<file path="src/rtl/mem_port_arbiter.sv">
// Shares one single-port memory between instruction fetch and the data port.
// Data has priority, but the streak limit stops fetch from being starved.
module mem_port_arbiter #(
  parameter int NB_WORD       = 32,
  parameter int NB_ADDR       = 32,
  parameter int MAX_DM_STREAK = 4,
  parameter int TIMEOUT       = 16
) (
  input  logic                 i_clock,
  input  logic                 i_reset,
  input  logic                 i_if_req,
  input  logic [NB_ADDR-1:0]   i_if_addr,
  output logic [NB_WORD-1:0]   o_if_rdata,
  output logic                 o_if_valid,
  output logic                 o_if_stall,
  input  logic                 i_dm_req,
  input  logic                 i_dm_we,
  input  logic [NB_WORD/8-1:0] i_dm_be,
  input  logic [NB_ADDR-1:0]   i_dm_addr,
  input  logic [NB_WORD-1:0]   i_dm_wdata,
  output logic [NB_WORD-1:0]   o_dm_rdata,
  output logic                 o_dm_valid,
  output logic                 o_dm_stall,
  output logic                 o_bus_err,
  output logic                 o_mem_req,
  output logic                 o_mem_we,
  output logic [NB_WORD/8-1:0] o_mem_be,
  output logic [NB_ADDR-1:0]   o_mem_addr,
  output logic [NB_WORD-1:0]   o_mem_wdata,
  input  logic                 i_mem_ack,
  input  logic [NB_WORD-1:0]   i_mem_rdata
);

  localparam int SK_W = $clog2(MAX_DM_STREAK + 1);
  localparam int TO_W = (TIMEOUT < 2) ? 1 : $clog2(TIMEOUT + 1);

  typedef enum logic [1:0] {IDLE, IF_BUSY, DM_BUSY, RESP} state_t;

  state_t          state, state_nxt;
  logic [SK_W-1:0] streak;
  logic [TO_W-1:0] to_cnt;
  logic            grant_dm, grant_if, busy, ack_done, to_done, fin;

  always_comb begin
    state_nxt = state;
    grant_dm  = 1'b0;
    grant_if  = 1'b0;
    busy      = (state == IF_BUSY) || (state == DM_BUSY);
    ack_done  = busy && i_mem_ack;
    to_done   = busy && !i_mem_ack && (TIMEOUT != 0) &&
                (to_cnt == TO_W'(TIMEOUT - 1));
    fin       = ack_done || to_done;
    case (state)
      IDLE: begin
        grant_dm = i_dm_req && (!i_if_req || (streak < SK_W'(MAX_DM_STREAK)));
        grant_if = !grant_dm && i_if_req;
        if (grant_dm)      state_nxt = DM_BUSY;
        else if (grant_if) state_nxt = IF_BUSY;
      end
      IF_BUSY, DM_BUSY: if (fin) state_nxt = RESP;
      RESP:    state_nxt = IDLE;
      default: state_nxt = IDLE;
    endcase
  end

  // Stalls are purely combinational so the pipeline freezes in the request cycle.
  assign o_if_stall = i_if_req && !o_if_valid;
  assign o_dm_stall = i_dm_req && !o_dm_valid;

  always_ff @(posedge i_clock or negedge i_reset) begin
    if (!i_reset) begin
      state       <= IDLE;
      streak      <= '0;
      to_cnt      <= '0;
      o_mem_req   <= 1'b0;
      o_mem_we    <= 1'b0;
      o_mem_be    <= '0;
      o_mem_addr  <= '0;
      o_mem_wdata <= '0;
      o_if_valid  <= 1'b0;
      o_dm_valid  <= 1'b0;
      o_bus_err   <= 1'b0;
      o_if_rdata  <= '0;
      o_dm_rdata  <= '0;
    end else begin
      state      <= state_nxt;
      o_if_valid <= fin && (state == IF_BUSY);
      o_dm_valid <= fin && (state == DM_BUSY);
      o_bus_err  <= to_done;

      if (state == IDLE) begin
        if (grant_if || !i_if_req)
          streak <= '0;
        else if (grant_dm && (streak != SK_W'(MAX_DM_STREAK)))
          streak <= streak + 1'b1;
      end

      if (busy && !i_mem_ack && (TIMEOUT != 0))
        to_cnt <= to_cnt + 1'b1;
      else
        to_cnt <= '0;

      if (grant_dm) begin
        o_mem_req   <= 1'b1;
        o_mem_we    <= i_dm_we;
        o_mem_be    <= i_dm_be;
        o_mem_addr  <= i_dm_addr;
        o_mem_wdata <= i_dm_wdata;
      end else if (grant_if) begin
        o_mem_req   <= 1'b1;
        o_mem_we    <= 1'b0;
        o_mem_be    <= '0;
        o_mem_addr  <= i_if_addr;
        o_mem_wdata <= '0;
      end else if (fin) begin
        o_mem_req   <= 1'b0;
      end

      // A write completion leaves the data-port read register untouched.
      if (state == IF_BUSY) begin
        if (ack_done)     o_if_rdata <= i_mem_rdata;
        else if (to_done) o_if_rdata <= '0;
      end
      if (state == DM_BUSY) begin
        if (ack_done && !o_mem_we) o_dm_rdata <= i_mem_rdata;
        else if (to_done)          o_dm_rdata <= '0;
      end
    end
  end

endmodule

</file>
<file path="config.mk">
export PLATFORM = sky130hd
export DESIGN_NAME = mem_port_arbiter
export DESIGN_NICKNAME = d
export VERILOG_FILES = /design/src/rtl/mem_port_arbiter.sv
export SDC_FILE = /design/constraint.sdc
export NUM_CORES = 1
export LEC_CHECK = 0
export ABC_AREA = 1
export CORE_ASPECT_RATIO = 1.25
export CORE_UTILIZATION = 38
export CTS_CLUSTER_SIZE = 24
export DETAILED_ROUTE_END_ITERATION = 7
export PLACE_DENSITY = 0.84
export SYNTH_ARGS = -nofsm -noshare
export SYNTH_HDL_FRONTEND = slang
export SYNTH_SLANG_ARGS = --single-unit
</file>
<file path="constraint.sdc">
create_clock -name i_clock -period 1.6 [get_ports i_clock]
set_input_delay 0.32 -clock i_clock [delete_from_list [all_inputs] [get_ports i_clock]]
set_output_delay 0.32 -clock i_clock [all_outputs]
set_load 0.01 [all_outputs]
</file>
==> impl_metrics.csv <==
group,metric,value,unit
timing,finalHoldViolCount,0,
final_layout,fin_util,0.636,
worst_setup_path,rr_worst_depth,9,
worst_setup_path,max_stage_delay,380,ps
timing,setup_viol_count_final,17,
detailed_routing,vias,6263,
worst_setup_path,path_common_cell,"ha_2",
final_layout,fin_cells,1289,
detailed_routing,wl,20.1,mm
pwr,p_total,0.0178,W
timing,max_freq,0.611,GHz
worst_setup_path,crit_chain,"ha_2, nand2_2, nor2_2, ha_2, buf_4, o21ai_4, buf_12, o21ai_0, nand2_1",
worst_setup_path,rrSetupSlack,-40,ps
timing,finalCritPeriodShare,1.02,
pwr,p_per_area,1720,nW/um^2
worst_setup_path,required,1950,ps
clocking,clock_path_buffers,2,
job,maxCapViolations,0,
outcome,outcome,"finished, violations left",
detailed_routing,drc,0,
final_layout,nNetsFinal,1205,
clocking,clockRootBuffer,"clkbuf_16",
floorplanning,dieWidth,117,um
global_routing,grt_pass1_vias,6268,
synth,synth_cell_type_count,20,
clocking,cts_buffers,17,
timing,rsz0062_at_grt,"yes",
floorplanning,coreArea,16200,um^2
synth,synth_warnings,0,
final_layout,drive_gt1_frac,0.125,
clocking,clk_latency,420,ps
floorplanning,num_rows,52,
worst_setup_path,startpoint_type,"flip-flop",
worst_setup_path,critical_path.slowest_cell,"dfrtp_1",
worst_setup_path,critical-path-top-delay-family,"flip-flops",
outcome,violations,"negative setup slack",
floorplanning,die_area,17100,um^2
global_routing,grt_pass1_wl,31.0,mm
min_path,hold_path_class,"in -> async",
timing,fin_crit,1640,ps
clocking,cts.clk_slew.worst_paths,60,ps
timing,relSlewSlack,0.708,
clocking,cts_tree,"done",
synth,syn_area,6280,um^2
placement,dp_hpwl,13.6,mm
timing,finClkSkew,12.1,ps
detailed_routing,wl_per_cell,15.6,um
global_routing,overflow,0,
floorplanning,ioPinCount,277,
global_routing,grt_max_degree,44,
clocking,htreeDepth,4,
global_routing,antenna_found_initial,0,
placement,dpl.cell_count,1246,
timing,maxSlewViolCount,0,
global_routing,grt_util_all_layers,0.236,
worst_setup_path,worstSetupPathType,"reg -> reg",
synth,ys_ff_latch,147,
detailed_routing,vias_per_cell,4.86,
detailed_routing,ant_nets,0,
detailed_routing,firstDrtPassIters,4,
placement,place_congestion,0.812,
pwr,p_leak,5.52,nW
timing,tightest_slew,439,ps
synth,seq_area_frac_synth,0.586,
timing,fin_ws,-37.4,ps
pwr,peakVddDrop,0.929,mV
floorplanning,die_h,146,um
clocking,clock_sinks,147,
floorplanning,start_util,0.388,
worst_setup_path,worstReg2RegStart,"to_cnt[0]$_DFF_PN0_",
final_layout,syn_to_final_growth,64.1,%
synth,synth_nets,906,
final_layout,fillerInstances,1390,
final_layout,diodes,0,
synth,syn_inst,761,
worst_setup_path,r2r_end,"o_if_rdata[9]$_DFFE_PN0P_",
detailed_routing,drt_iter0_drc,325,
worst_setup_path,worstPathArrival,1990,ps
worst_setup_path,path_max_fanout,35,
synth,avgSynthCellArea,8.26,um^2
worst_setup_path,crit_buf_inv,2,
worst_setup_path,cp-end-kind,"flip-flop",
placement,io_buffers,276,
## sequential cells by signal, indices dropped and copies added, names as in the netlist
name / flops
o_mem_req: 1
streak: 3
o_dm_valid: 1
state: 2
o_mem_we: 1
o_mem_addr: 32
o_mem_wdata: 32
o_dm_rdata: 32
o_bus_err: 1
to_cnt: 5
o_mem_be: 4
o_if_rdata: 32
o_if_valid: 1
## how the worst max path moves through the flow
stage / from / slack [ps] / cells after the start / end
finish: to_cnt[0]$_DFF_PN0_ / -40 / 9 / o_if_rdata[9]$_DFFE_PN0P_
global route: to_cnt[0]$_DFF_PN0_ / -110 / 9 / o_if_rdata[13]$_DFFE_PN0P_
CTS: to_cnt[0]$_DFF_PN0_ / -40 / 9 / o_if_rdata[2]$_DFFE_PN0P_
detailed placement: i_if_req / -190 / 8 / o_mem_addr[10]$_DFFE_PN0P_
global placement: i_dm_req / -220 / 4 / o_dm_stall
floorplan: to_cnt[0]$_DFF_PN0_ / 20 / 8 / o_if_rdata[24]$_DFFE_PN0P_
## cell usage in the layout, fill, tap and decap left out, drive strengths merged
cell             n
nand2          416
dfrtp          147
dlygate4sd2    137
clkdlybuf4s50  136
buf             49
nand3           37
o21ai           37
nand4           33
inv             26
clkbuf          21
nor2            13
ha               7
clkinv           4
clkinvlp         2
xor2             1
nor3b            1
a21oi            1
xnor2            1
o21bai           1
bufinv           1
dlygate4sd3      1
clkdlybuf4s15    1
## Yosys cell counts
library cell    n  area share
nor3b_1         1      0.0012
buf_1           1     0.00060
nand2_1       416        0.25
o21ai_0        36       0.029
buf_2          16       0.013
clkbuf_1       28       0.017
ha_1            7       0.014
inv_1          17       0.010
o21bai_1        1      0.0012
nand3_1        36       0.029
dfrtp_1       147        0.59
nand4_1        33       0.033
a21oi_4         1      0.0026
xor2_1          1      0.0014
xnor2_1         1      0.0014
inv_2           3      0.0018
nand3_2         1      0.0016
nor2_1         13      0.0078
o21ai_1         1     0.00080
buf_6           1      0.0018
## layout make-up
cell class | count | area, um^2 | share of cell area
clock inverters | 13 | 121 | 0.0118
inverters | 20 | 77.6 | 0.00753
multi-input cells | 548 | 2570 | 0.249
well taps | 216 | 270 | 0.0262
flip-flops and latches | 147 | 3680 | 0.357
repair buffers | 326 | 3160 | 0.307
clock buffers | 19 | 433 | 0.0420
## kinds of logic after synthesis
family	synth area share
fa+ha+maj	0.0139
simple gates	0.321
compound gates	0.0333
xor+xnor	0.00279
buf+inv	0.0438
flops	0.586
## power by group
group	switching [W]	leakage, nW	internal (W)
registers	0.000832	1.87	0.00529
logic	0.00443	3.38	0.00343
clock network	0.00162	0.269	0.00216
## stage by stage
step | instance area (um^2) | hold slack [ps] | TNS [ps] | worst slack, ps
after global placement | 9540 | 278 | -10180 | -215
after floorplan | 6290 | 24.4 | 0 | 17.4
after CTS | 10000 | 410 | -461 | -38.8
after global routing | 10300 | 423 | -4400 | -111
final | 10300 | 413 | -227 | -37.4
after detailed placement | 9540 | 278 | -13860 | -188
## timing repair
item,4_1_cts,5_1_grt
hold buffers,1,0
gates resized for setup,179,47
cloned,2,3
pin swaps,3,6
setup endpoints to repair,199,74
hold endpoints to repair,35,0
buffers inserted,3,2
## routing by layer
layer  vias to the layer above  global-route usage  wire [um]  part of all wire
met4                         0              0.0854        434             0.022
met3                        34              0.0737       1690             0.084
met5                         -                   0          0                 0
met1                      2957               0.260       7750              0.38
met2                       265               0.419      10300              0.51
li1                       3007                   -          -                 -
Note: power is estimated with default switching activity, not from simulation.
